--- src/rtl/getbits_unit_pkg.sv ---
// Shared definitions for the MPEG bit-reader stage (getbits_unit).
//   state_t        : FSM states of getbits_unit
//   WIN_BITS       : width of the flush-buffer window
//   MAX_SINGLE_DEF : largest request served with one flush
//   SPLIT_HI_DEF   : bits consumed by the first flush of a split request
package getbits_unit_pkg;

  localparam int unsigned WIN_BITS       = 32;
  localparam int unsigned MAX_SINGLE_DEF = 24;
  localparam int unsigned SPLIT_HI_DEF   = 16;

  typedef enum logic [2:0] {
    S_INIT      = 3'd0,
    S_INIT_WAIT = 3'd1,
    S_IDLE      = 3'd2,
    S_FLUSH1    = 3'd3,
    S_WAIT1     = 3'd4,
    S_FLUSH2    = 3'd5,
    S_WAIT2     = 3'd6
  } state_t;

endpackage

--- src/rtl/getbits_extract.sv ---
// Combinational field extractor: right-aligns the top nbits of a
// left-aligned window.
//   window : in  32  left-aligned window, MSB = next stream bit
//   nbits  : in  6   field width 0..32 (33..63 gives 0)
//   field  : out 32  right-aligned field, upper (32-nbits) bits zero
module getbits_extract
  import getbits_unit_pkg::*;
(
  input  logic [WIN_BITS-1:0] window,
  input  logic [5:0]          nbits,
  output logic [WIN_BITS-1:0] field
);

  localparam logic [5:0] N_WIN = 6'(WIN_BITS);

  logic [5:0] shamt;

  // nbits == 0 gives a shift of 32, which clears the field completely.
  always_comb begin
    shamt = N_WIN - nbits;
    if (nbits > N_WIN) begin
      field = '0;
    end else begin
      field = window >> shamt;
    end
  end

endmodule

--- src/rtl/getbits_unit.sv ---
// Bit-reader stage downstream of the flush buffer. Serves requests for the
// next 0..32 stream bits, issuing flush(N) to the flush buffer and waiting
// for its refill. Requests larger than MAX_SINGLE are split in two flushes.
//   clk, rst    : clock, synchronous active-high reset
//   req_valid   : in   request strobe (accepted when req_ready)
//   req_ready   : out  high only in IDLE
//   req_nbits   : in   6  bits requested, 0..32
//   req_peek    : in   1 = show bits without consuming
//   rsp_valid   : out  one-cycle response pulse
//   rsp_data    : out  32 right-aligned result
//   rsp_err     : out  illegal nbits flag
//   fb_valid    : out  flush strobe to the flush buffer
//   fb_N        : out  32 flush amount, held until refill done
//   fb_loading  : in   flush buffer refilling
//   fb_done     : in   flush buffer refill complete (level)
//   fb_ld_bfr   : in   32 current window
module getbits_unit
  import getbits_unit_pkg::*;
#(
  parameter int unsigned MAX_SINGLE = MAX_SINGLE_DEF,
  parameter int unsigned SPLIT_HI   = SPLIT_HI_DEF
) (
  input  logic                clk,
  input  logic                rst,
  input  logic                req_valid,
  output logic                req_ready,
  input  logic [5:0]          req_nbits,
  input  logic                req_peek,
  output logic                rsp_valid,
  output logic [WIN_BITS-1:0] rsp_data,
  output logic                rsp_err,
  output logic                fb_valid,
  output logic [WIN_BITS-1:0] fb_N,
  input  logic                fb_loading,
  input  logic                fb_done,
  input  logic [WIN_BITS-1:0] fb_ld_bfr
);

  localparam logic [5:0] N_WIN = 6'(WIN_BITS);
  localparam logic [5:0] N_MAX = 6'(MAX_SINGLE);
  localparam logic [5:0] N_HI  = 6'(SPLIT_HI);

  state_t              state, state_next;
  logic [5:0]          nbits_q, nbits_next;
  logic [WIN_BITS-1:0] combine_q, combine_next;
  logic                fb_valid_next, rsp_valid_next, rsp_err_next;
  logic [WIN_BITS-1:0] fb_n_next, rsp_data_next;
  logic [WIN_BITS-1:0] req_field, lo_field;
  logic [5:0]          lo_bits;
  logic                flush_done;

  assign req_ready = (state == S_IDLE);
  assign lo_bits   = nbits_q - N_HI;

  // done is stale during the fb_valid cycle; the flush buffer clears it on that edge.
  assign flush_done = fb_done && !fb_loading && !fb_valid;

  getbits_extract u_req_field (
    .window (fb_ld_bfr),
    .nbits  (req_nbits),
    .field  (req_field)
  );

  getbits_extract u_lo_field (
    .window (fb_ld_bfr),
    .nbits  (lo_bits),
    .field  (lo_field)
  );

  always_ff @(posedge clk) begin
    if (rst) begin
      state     <= S_INIT;
      nbits_q   <= '0;
      combine_q <= '0;
      fb_valid  <= 1'b0;
      fb_N      <= '0;
      rsp_valid <= 1'b0;
      rsp_data  <= '0;
      rsp_err   <= 1'b0;
    end else begin
      state     <= state_next;
      nbits_q   <= nbits_next;
      combine_q <= combine_next;
      fb_valid  <= fb_valid_next;
      fb_N      <= fb_n_next;
      rsp_valid <= rsp_valid_next;
      rsp_data  <= rsp_data_next;
      rsp_err   <= rsp_err_next;
    end
  end

  always_comb begin
    state_next     = state;
    nbits_next     = nbits_q;
    combine_next   = combine_q;
    fb_valid_next  = 1'b0;
    fb_n_next      = fb_N;
    rsp_valid_next = 1'b0;
    rsp_data_next  = rsp_data;
    rsp_err_next   = rsp_err;

    case (state)
      S_INIT: begin
        fb_valid_next = 1'b1;
        fb_n_next     = '0;
        state_next    = S_INIT_WAIT;
      end

      S_INIT_WAIT: begin
        if (flush_done) state_next = S_IDLE;
      end

      S_IDLE: begin
        if (req_valid) begin
          if (req_nbits == 6'd0) begin
            rsp_valid_next = 1'b1;
            rsp_data_next  = '0;
            rsp_err_next   = 1'b0;
          end else if (req_nbits > N_WIN) begin
            rsp_valid_next = 1'b1;
            rsp_data_next  = '0;
            rsp_err_next   = 1'b1;
          end else if (req_peek) begin
            rsp_valid_next = 1'b1;
            rsp_data_next  = req_field;
            rsp_err_next   = 1'b0;
          end else if (req_nbits <= N_MAX) begin
            rsp_valid_next = 1'b1;
            rsp_data_next  = req_field;
            rsp_err_next   = 1'b0;
            fb_valid_next  = 1'b1;
            fb_n_next      = {{(WIN_BITS-6){1'b0}}, req_nbits};
            nbits_next     = req_nbits;
            state_next     = S_WAIT1;
          end else begin
            nbits_next   = req_nbits;
            combine_next = fb_ld_bfr >> (WIN_BITS - SPLIT_HI);
            state_next   = S_FLUSH1;
          end
        end
      end

      S_FLUSH1: begin
        fb_valid_next = 1'b1;
        fb_n_next     = {{(WIN_BITS-6){1'b0}}, N_HI};
        state_next    = S_WAIT1;
      end

      S_WAIT1: begin
        if (flush_done) begin
          if (nbits_q > N_MAX) begin
            // The low field is taken from the window after the first refill:
            // after the second flush the window has already moved past it.
            combine_next = (combine_q << lo_bits) | lo_field;
            state_next   = S_FLUSH2;
          end else begin
            state_next = S_IDLE;
          end
        end
      end

      S_FLUSH2: begin
        fb_valid_next = 1'b1;
        fb_n_next     = {{(WIN_BITS-6){1'b0}}, lo_bits};
        state_next    = S_WAIT2;
      end

      S_WAIT2: begin
        if (flush_done) begin
          rsp_valid_next = 1'b1;
          rsp_data_next  = combine_q;
          rsp_err_next   = 1'b0;
          state_next     = S_IDLE;
        end
      end

      default: state_next = S_INIT;
    endcase
  end

endmodule

--- config.mk ---
export PLATFORM = sky130hd
export DESIGN_NAME = getbits_unit
export DESIGN_NICKNAME = d
export VERILOG_FILES = /design/src/rtl/getbits_unit_pkg.sv /design/src/rtl/getbits_extract.sv /design/src/rtl/getbits_unit.sv
export SDC_FILE = /design/constraint.sdc
export NUM_CORES = 1
export LEC_CHECK = 0
export ABC_AREA = 0
export CORE_ASPECT_RATIO = 0.75
export CORE_MARGIN = 5
export CORE_UTILIZATION = 40
export DETAILED_ROUTE_END_ITERATION = 10
export GPL_TIMING_DRIVEN = 0
export PLACE_DENSITY = 0.59
export SYNTH_ARGS = -nofsm -noshare
export SYNTH_HDL_FRONTEND = slang
export SYNTH_HIERARCHICAL = 1
export SYNTH_SLANG_ARGS = --single-unit
--- constraint.sdc ---
create_clock -name clk -period 7.7 [get_ports clk]
set_input_delay 0.77 -clock clk [delete_from_list [all_inputs] [get_ports clk]]
set_output_delay 0.77 -clock clk [all_outputs]
set_load 0.03 [all_outputs]
# --- Word level (Yosys, flattened, before mapping) ---
# Index checks and enable logic that the tools add are counted.
word_totals:
  ff_bits: 108
  inputBits: 44
  output_inout_bits: 68
  word_cells: 105
op_classes:
  add_sub_neg: 3
  magnitude_cmp: 4
  eq_ne: 17
  shifts: 3
  mux: 50
  n_bitwise: 4
  n_reduce_logical: 16
ops:
  columns: ["operator", "n"]
  rows:
  - ["$mux W32", 19]
  - ["$pmux W32 S2", 2]
  - ["$pmux W32 S4", 1]
  - ["$shr A32 B6 Y32", 2]
  - ["$or A32 B32 Y32", 1]
  - ["$shl A32 B6 Y32", 1]
  - ["$mux W3", 8]
  - ["$pmux W3 S6", 1]
  - ["$mux W1", 16]
  - ["$ne A2 B2 Y1 const B", 8]
  - ["$gt A6 B6 Y1 const B", 2]
  - ["$reduce_and A6 Y1", 2]
  - ["$sub A6 B6 Y6 const A", 2]
  - ["$eq A3 B3 Y1 const B", 3]
  - ["$reduce_and A8 Y1", 1]
  - ["$eq A3 B2 Y1 const B", 2]
  - ["$gt A6 B5 Y1 const B", 1]
  - ["$le A6 B5 Y1 const B", 1]
  - ["$logic_not A6 Y1", 1]
  - ["$pmux W1 S2", 3]
  - ["$sub A6 B5 Y6 const B", 1]
  - ["$ne A5 B1 Y1 const B", 1]
  - ["$reduce_and A5 Y1", 1]
  - ["$ne A2 B1 Y1 const B", 2]
  - ["other kinds (10)", 15]

# --- Depth between registers and ports, before layout ---
# Gate-level depths: netlist (run 1).
depth:
  depth_word: 8
  ltp_mapped: 15
  mapped_depth_nobuf: 11

# --- By module ---
# The synthesis (run 1) kept the hierarchy.
by_module_without_submodules:
  columns: ["mod", "instances", "cells_per_inst", "area_per_inst_um2", "seq_area_each_um2"]
  rows:
  - ["getbits_unit", 1, 666, 5905.7, 1641.6]
  - ["getbits_extract", 2, 240, 1954.4, 0.0]

# --- Least setup slack after synthesis (run 1) ---
# Ideal clock, no wire load.
synth_timing:
  path_kind: "input port to flip-flop"
  from: "input port req_nbits[0]"
  to: "register rsp_data[2]"
  setup_time_ns: 0.134
  arrival_time_ns: 3.148
  required_time_ns: 7.566
  path_slack_ns: 4.418
  cell_stages: 12
  path_buffers: 4
  cell_sequence: "buf_4 inv_1 buf_2 ha_1 buf_4 buf_2 mux4_2 mux2i_1 o22ai_1 or2_2 a22oi_1 a211oi_1"
synth_between:
  elab_chain_cells: 8
  word_cells_on_any_way: 13
  classes_between: "1 x add/sub; 2 x order compare; 1 x eq/ne; 1 x shift; 6 x mux; 2 x reduce/logical"
synth_rtl:
  columns: ["item", "line", "text"]
  rows:
  - ["from (decl)", "getbits_unit.sv:27", "input logic [5:0] req_nbits,"]
  - ["$sub A6 B6 Y6 *", "getbits_extract.sv:20", "shamt = N_WIN - nbits;"]
  - ["$shr A32 B6 Y32 *", "getbits_extract.sv:24", "field = window >> shamt;"]
  - ["named net req_field[2]", "getbits_unit.sv:48", "logic [WIN_BITS-1:0] req_field, lo_field;"]
  - ["$mux W32", "getbits_unit.sv:127", "end else if (req_nbits <= N_MAX) begin"]
  - ["$mux W32 *", "getbits_unit.sv:123", "end else if (req_peek) begin"]
  - ["$mux W32 *", "getbits_unit.sv:119", "end else if (req_nbits > N_WIN) begin"]
  - ["$mux W32 *", "getbits_unit.sv:115", "if (req_nbits == 6'd0) begin"]
  - ["$mux W32 *", "getbits_unit.sv:114", "if (req_valid) begin"]
  - ["$pmux W32 S2 *", "getbits_unit.sv:102", "case (state)"]
  - ["to (signal assigned)", "getbits_unit.sv:87", "rsp_data <= rsp_data_next;"]
  - ["to (decl)", "getbits_unit.sv:30", "output logic [WIN_BITS-1:0] rsp_data,"]
# Mark *: on every way through the listed nets, which the timed path passes. The rest lies on a longest branch. The select of a mux whose other input is x is not followed.
# A chain may end at the register's enable or synchronous reset.

# --- Final worst setup path (run 1) ---
layout_timing:
  from: "input port req_nbits[0]"
  to: "register rsp_data[16]"
# Same word-level chain as after synthesis.

==> out/results.tsv, run 1 <==
stage	metric	value	unit
pwr	switching pwr	946.8	uW
placed_design	Placer Congestion	1.023	
finish	share of cells above drive strength 1	17.92	%
synth	ranking of synthesized cells by area	dfxtp_1, mux4_2, mux2i_1	
finish	Inserted Diodes	0	
detailed_routing	DR WL/cell	27.80	um
sta	Fin Setup TNS	0	ps
detailed_routing	vias post-DR	10450	
global_route	first-pass GRT wire length	65260	um
synth	cell count after synthesis	1146	
floorplanning	placeable core area	24090	um2
finish	most frequent cells in the layout	nor2_1, mux2i_1, clkdlybuf4s50_1, dfxtp_1, nand2_1	
clocking	TritonCTS clock tree	done	
clocking	hold_buf cts	0	
synth	fraction of registers with async set/reset	0	%
sta	Final Critical Period	5013	ps
detailed_routing	final WL	44560	um
clocking	CTS Buffer Depth	2	
worst_setup_path	critical path's most frequent cell	buf_2	
clocking	CTS Root Cell	clkbuf_16	
synth	biggest area consumer among synthesized cells	dfxtp_1	
pwr	P_int	1188	uW
synth	Yosys warning count	6	
detailed_routing	initial DRC count	1304	
worst_setup_path	Setup crit end kind	flip-flop	
min_path	worst hold start	fb_N[5]	
worst_setup_path	Worst R2R Start	nbits_q[0]	
clocking	H-tree depth	3	
floorplanning	I/O pin count	112	
worst_setup_path	Critical Path Max Stage Delay	1110	ps
global_route	total track usage	31.07	%
pwr	Switching Fraction	44.36	%
clocking	post-CTS setup buffer count	0	
detailed_routing	drt drc	0	
sta	Final Hold Viols	0	
pwr	clock network power share	23.0	%
finish	most common cell after layout, fill and taps aside	nor2_1	
sta	RSZ-0062 raised after global routing	false	
floorplanning	Die ar.	27800	um2
pwr	PD cells	185.5	nW/um2
sta	Highest Clock Rate	0.1995	GHz
synth	Mapped Area	9814	um2
synth	Avg Inst Size Synth	8.564	um2
worst_setup_path	Arr. time, crit path	5270	ps
detailed_routing	Vias/cell	6.521	
synth	flops & latches, synth	82	
clocking	PostCTS Resize Cnt	0	
worst_setup_path	Startpoint Class	primary input	
synth	Synth top area share	16.73	%
synth	ys flop type	dfxtp_1	
sta	Setup violations, final	0	
worst_setup_path	WP data required	7960	ps
placed_design	IO buf count	85	
floorplanning	Starting Density	40.73	%
sta	Slew @ Worst Pin	1170	ps
global_route	largest net degree at the start of global routing	17	
pwr	Leak	0.004060	uW
worst_setup_path	Critical Path, Cell by Cell	clkdlybuf4s50_1 -> buf_4 -> inv_1 -> buf_2 -> ha_1 -> buf_2 -> xor2_1 -> buf_2 -> buf_2 -> nor2_1 -> a211oi_1 -> a22oi_1 -> a211oi_1	
clocking	latest clock arrival within the worst-skew pair	350	ps
worst_setup_path	Top Family by Delay on Critical Path	buffers and inverters	
sta	Final Max Tran Viols	0	
worst_setup_path	CP Max Fanout	10	
min_path	Worst Hold Class	reg -> reg	
synth	number of enable flip-flop cells after synthesis	0	
flow_run	MaxCap Viol Count	0	
synth	Seq/Total Area, Yosys	16.73	%
clocking	Reg clk slew, reported paths	70	ps
worst_setup_path	slowest stage cell, crit path	clkdlybuf4s50_1	
global_route	initial antenna violation count	1	
sta	final setup margin	2687	ps
clocking	cts bufs inserted	9	
pwr	Comb pwr share	49.7	%
clocking	clock sink total	82	
floorplanning	Chip Height	145.7	um
run_status	status	complete, no violations	
worst_setup_path	critical setup path kind	in -> reg	
sta	Clock Skews	7.645	ps
sta	Final Cycle Share	65.11	%
pwr	Sequential Power Share	27.3	%
worst_setup_path	CP startpoint	req_nbits[0]	
floorplanning	row count	49	
placed_design	DP Wirelength	34890	um
sta	relative slew slack	21.70	%
synth	Yosys cell types	81	
worst_setup_path	CP Buf/Inv Count	7	
floorplanning	Die Span X	190.9	um
detailed_routing	post-route antenna net violation count	0	
finish	nets	1314	
global_route	grt ovf	0	
placed_design	DP Worst Slack	2456	ps
finish	area grow syn2layout	17.21	%
detailed_routing	DRT Pass-1 Iters	6	
pwr	maximum VDD drop	0.0001143	V
global_route	vias in the first global route	9899	
[cell usage after synthesis (5+ instances only)]
| cell type | number |
|---|---|
| nor2b_1 | 6 |
| nor4_1 | 7 |
| mux4_2 | 68 |
| clkbuf_1 | 43 |
| a22oi_1 | 46 |
| buf_4 | 41 |
| nand2b_1 | 26 |
| and2_1 | 15 |
| mux2i_1 | 121 |
| a21o_1 | 9 |
| a22o_1 | 10 |
| a21oi_1 | 69 |
| o21ai_0 | 25 |
| a211oi_1 | 57 |
| mux2_2 | 32 |
| nor2_1 | 127 |
| nor3_1 | 22 |
| o22ai_1 | 15 |
| nand2_1 | 75 |
| o221ai_1 | 23 |
| a2bb2oi_1 | 12 |
| o22a_1 | 6 |
| nand3b_1 | 5 |
| buf_2 | 41 |
| xnor2_1 | 6 |
| a211o_1 | 11 |
| o211ai_1 | 18 |
| inv_1 | 20 |
| nand3_1 | 18 |
| dfxtp_1 | 82 |
[logic make-up (layout without fill, tap and decap cells)]
group / after synthesis / count (layout) / synth area share, %
fa+ha+maj: 3 / 3 / 0.3825
buf+inv: 152 / 253 / 8.134
xor+xnor: 10 / 10 / 1.275
simple gates: 337 / 337 / 16.84
compound gates: 340 / 340 / 24.99
mux: 221 / 221 / 31.62
other cells: 1 / 26 / 0.03821
flops: 82 / 82 / 16.73
[final timing paths]
kind / to / slack [ps] / cells past startpoint
min reg2reg: fb_N[5] / 490 / 2
max: rsp_data[16] / 2690 / 13
max reg2reg: combine_q[1] / 2950 / 13
min: fb_N[5] / 490 / 2
[stage by stage]
| stage | total power [uW] | area, um2 | hold WS, ps | util (%) | instances |
|---|---|---|---|---|---|
| 2_1_floorplan | 1243 | 9908 | 468.0 | - | 1171 |
| 3_3_place_gp | 1628 | 11170 | 469.0 | 46.37 | 1587 |
| 3_5_place_dp | 1620 | 11170 | 474.4 | 46.37 | 1587 |
| 4_1_cts | 2113 | 11500 | 486.3 | 47.74 | 1603 |
| 5_1_grt | 2228 | 11500 | 512.8 | 47.74 | 1603 |
| 6_report | 2134 | 11500 | 488.4 | 47.74 | 1603 |
[layout make-up]
class	instances	area, um2
Buffer	129	711.9
Tap cell	331	414.1
Sequential cell	82	1642
Timing Repair Buffer	85	850.8
Clock inverter	7	105.1
Fill cell	2426	12590
Inverter	23	86.33
Multi-Input combinational cell	937	7468
Clock buffer	9	225.2
[worst reg2reg max path, delay by kind of cell, from the launching register on]
kind | cells | cell delay, ps
buffers and inverters | 5 | 1310
adders and majority gates | 1 | 310
AOI/OAI and AO/OA | 5 | 910
DFF | 1 | 590
xor gates and xnor gates | 1 | 930
muxes | 1 | 570
[registers in the layout, indices dropped and copies added, names as in the netlist]
| name | flops |
|---|---|
| combine_q | 32 |
| fb_N | 6 |
| fb_valid | 1 |
| nbits_q | 6 |
| rsp_data | 32 |
| rsp_err | 1 |
| rsp_valid | 1 |
| state | 3 |
[per-layer routing]
layer / GRT usage, % / vias to the layer above / part of all wire, %
met5: 0 / - / 0.018
met1: 45.02 / 5101 / 44
met4: 7.502 / 2 / 2.2
met2: 44.20 / 640 / 42
li1: - / 4636 / -
met3: 10.86 / 74 / 12
[power by group through the flow]
stage | clock [uW] | combinational [uW] | sequential [uW]
floorplan | 0 | 621 | 621
global placement | 0 | 1040 | 587
detailed placement | 0 | 1030 | 586
CTS | 498 | 1040 | 577
global route | 513 | 1130 | 587
finish | 492 | 1060 | 583
Power figures use the tool's default switching activity.
==> run 2: changes to the inputs <==
Clock period 7.7 ns to 4.83 ns, I/O delays scaled along.
==> out/results.tsv, run 2 (synthesized netlist as in run 1, its figures left out) <==
stage	metric	value	unit
finish	Inserted Diodes	0	
placed_design	Placer Congestion	1.023	
global_route	largest net degree at the start of global routing	17	
flow_run	MaxCap Viol Count	0	
floorplanning	I/O pin count	112	
worst_setup_path	critical setup path kind	in -> reg	
detailed_routing	Vias/cell	6.502	
worst_setup_path	Arr. time, crit path	4960	ps
global_route	initial antenna violation count	1	
worst_setup_path	worst r2r path cells	14	
finish	area grow syn2layout	17.36	%
detailed_routing	DRT Pass-1 Iters	6	
floorplanning	Starting Density	40.73	%
clocking	latest clock arrival within the worst-skew pair	350	ps
clocking	H-tree depth	3	
global_route	vias in the first global route	9899	
sta	Clock Skews	8.038	ps
min_path	hold path depth	2	
floorplanning	Die Span X	190.9	um
sta	relative slew slack	30.82	%
worst_setup_path	Reg2Reg Setup Slack	330	ps
clocking	Reg clk slew, reported paths	70	ps
finish	nets	1314	
pwr	PD cells	295.7	nW/um2
floorplanning	Die ar.	27800	um2
placed_design	DP Wirelength	34890	um
sta	Final Hold Viols	0	
worst_setup_path	Startpoint Class	primary input	
worst_setup_path	WP data required	5090	ps
floorplanning	row count	49	
finish	top flop regs	combine_q: 32 flops, rsp_data: 32 flops	
pwr	maximum VDD drop	0.0001820	V
placed_design	IO buf count	85	
detailed_routing	final WL	44700	um
clocking	TritonCTS clock tree	done	
sta	Slew @ Worst Pin	1030	ps
pwr	Tot Pwr	3406	uW
min_path	Worst Hold Class	reg -> reg	
global_route	first-pass GRT wire length	65260	um
detailed_routing	DR WL/cell	27.89	um
pwr	Leak	0.004063	uW
finish	most frequent cells in the layout	nor2_1, mux2i_1, clkdlybuf4s50_1, dfxtp_1, nand2_1	
worst_setup_path	Setup crit end kind	flip-flop	
clocking	CTS Buffer Depth	2	
finish	Final Util	47.81	%
clocking	clock sink total	82	
sta	Highest Clock Rate	0.2129	GHz
sta	Setup violations, final	0	
floorplanning	placeable core area	24090	um2
clocking	CTS Root Cell	clkbuf_16	
sta	Final Critical Period	4697	ps
clocking	cts bufs inserted	9	
sta	RSZ-0062 raised after global routing	false	
detailed_routing	drt drc	0	
global_route	grt ovf	0	
finish	share of cells above drive strength 1	18.08	%
sta	Final Cycle Share	97.25	%
run_status	status	complete, no violations	
finish	most common cell after layout, fill and taps aside	nor2_1	
detailed_routing	vias post-DR	10420	
detailed_routing	post-route antenna net violation count	0	
sta	Final Max Tran Viols	0	
global_route	total track usage	31.07	%
worst_setup_path	CP Max Fanout	10	
detailed_routing	initial DRC count	1330	
floorplanning	Chip Height	145.7	um
-- run 2: cell types whose count changed in the layout (fill, tap and decap cells not counted) --
cell,change
xor2_1,-2
xor2_2,+2
-- run 2: per-layer routing --
metal / GRT usage [%] / vias up / routed length [um]
met5: 0 / - / 7
li1: - / 4626 / -
met2: 44.20 / 605 / 18740
met3: 10.86 / 78 / 5331
met4: 7.502 / 2 / 1025
met1: 45.02 / 5112 / 19600
-- run 2: final timing paths --
check / start / to
setup / recovery: req_nbits[0] / rsp_data[16]
hold / removal: fb_N[5] / fb_N[5]
setup reg to reg: nbits_q[0] / combine_q[9]
hold reg to reg: fb_N[5] / fb_N[5]
-- run 2: worst max-delay path: stages --
cell             delay (ps)
clkdlybuf4s50_1        1110
buf_4                   360
inv_1                   100
buf_2                   220
ha_1                    340
clkbuf_1                530
mux4_2                  410
inv_1                    50
mux2i_1                 330
nor2_1                   80
a211oi_1                520
a22oi_1                 160
a211oi_1                250
-- run 2: area by class of cell --
type,instances,area [um2]
Buffer,129,711.9
Clock buffer,9,225.2
Clock inverter,7,105.1
Fill cell,2426,12580
Inverter,23,86.33
Multi-Input combinational cell,937,7483
Sequential cell,82,1642
Tap cell,331,414.1
Timing Repair Buffer,85,850.8
-- run 2: what timing repair did --
| item | CTS | global route |
|---|---|---|
| buffers inserted | 0 | 0 |
| hold buffers | 0 | 0 |
| gates resized for setup | 0 | 2 |
| setup endpoints to repair | 0 | 4 |
-- run 2: power breakdown --
group / internal [uW] / switching [uW] / total, uW
clock: 463 / 319 / 782
sequential: 780 / 150 / 930
combinational: 651 / 1040 / 1690
total: 1890 / 1510 / 3410
-- run 2: metrics by stage --
stage	hold WS (ps)	setup slack, ps	area, um2	cells	setup TNS, ps
2_1_floorplan	468.0	1608	9908	1171	0
3_3_place_gp	469.0	-77.07	11170	1587	-140.0
3_5_place_dp	474.4	-127.1	11170	1587	-347.5
4_1_cts	486.3	224.4	11500	1603	0
5_1_grt	512.8	16.12	11520	1603	0
6_report	488.1	132.9	11520	1603	0
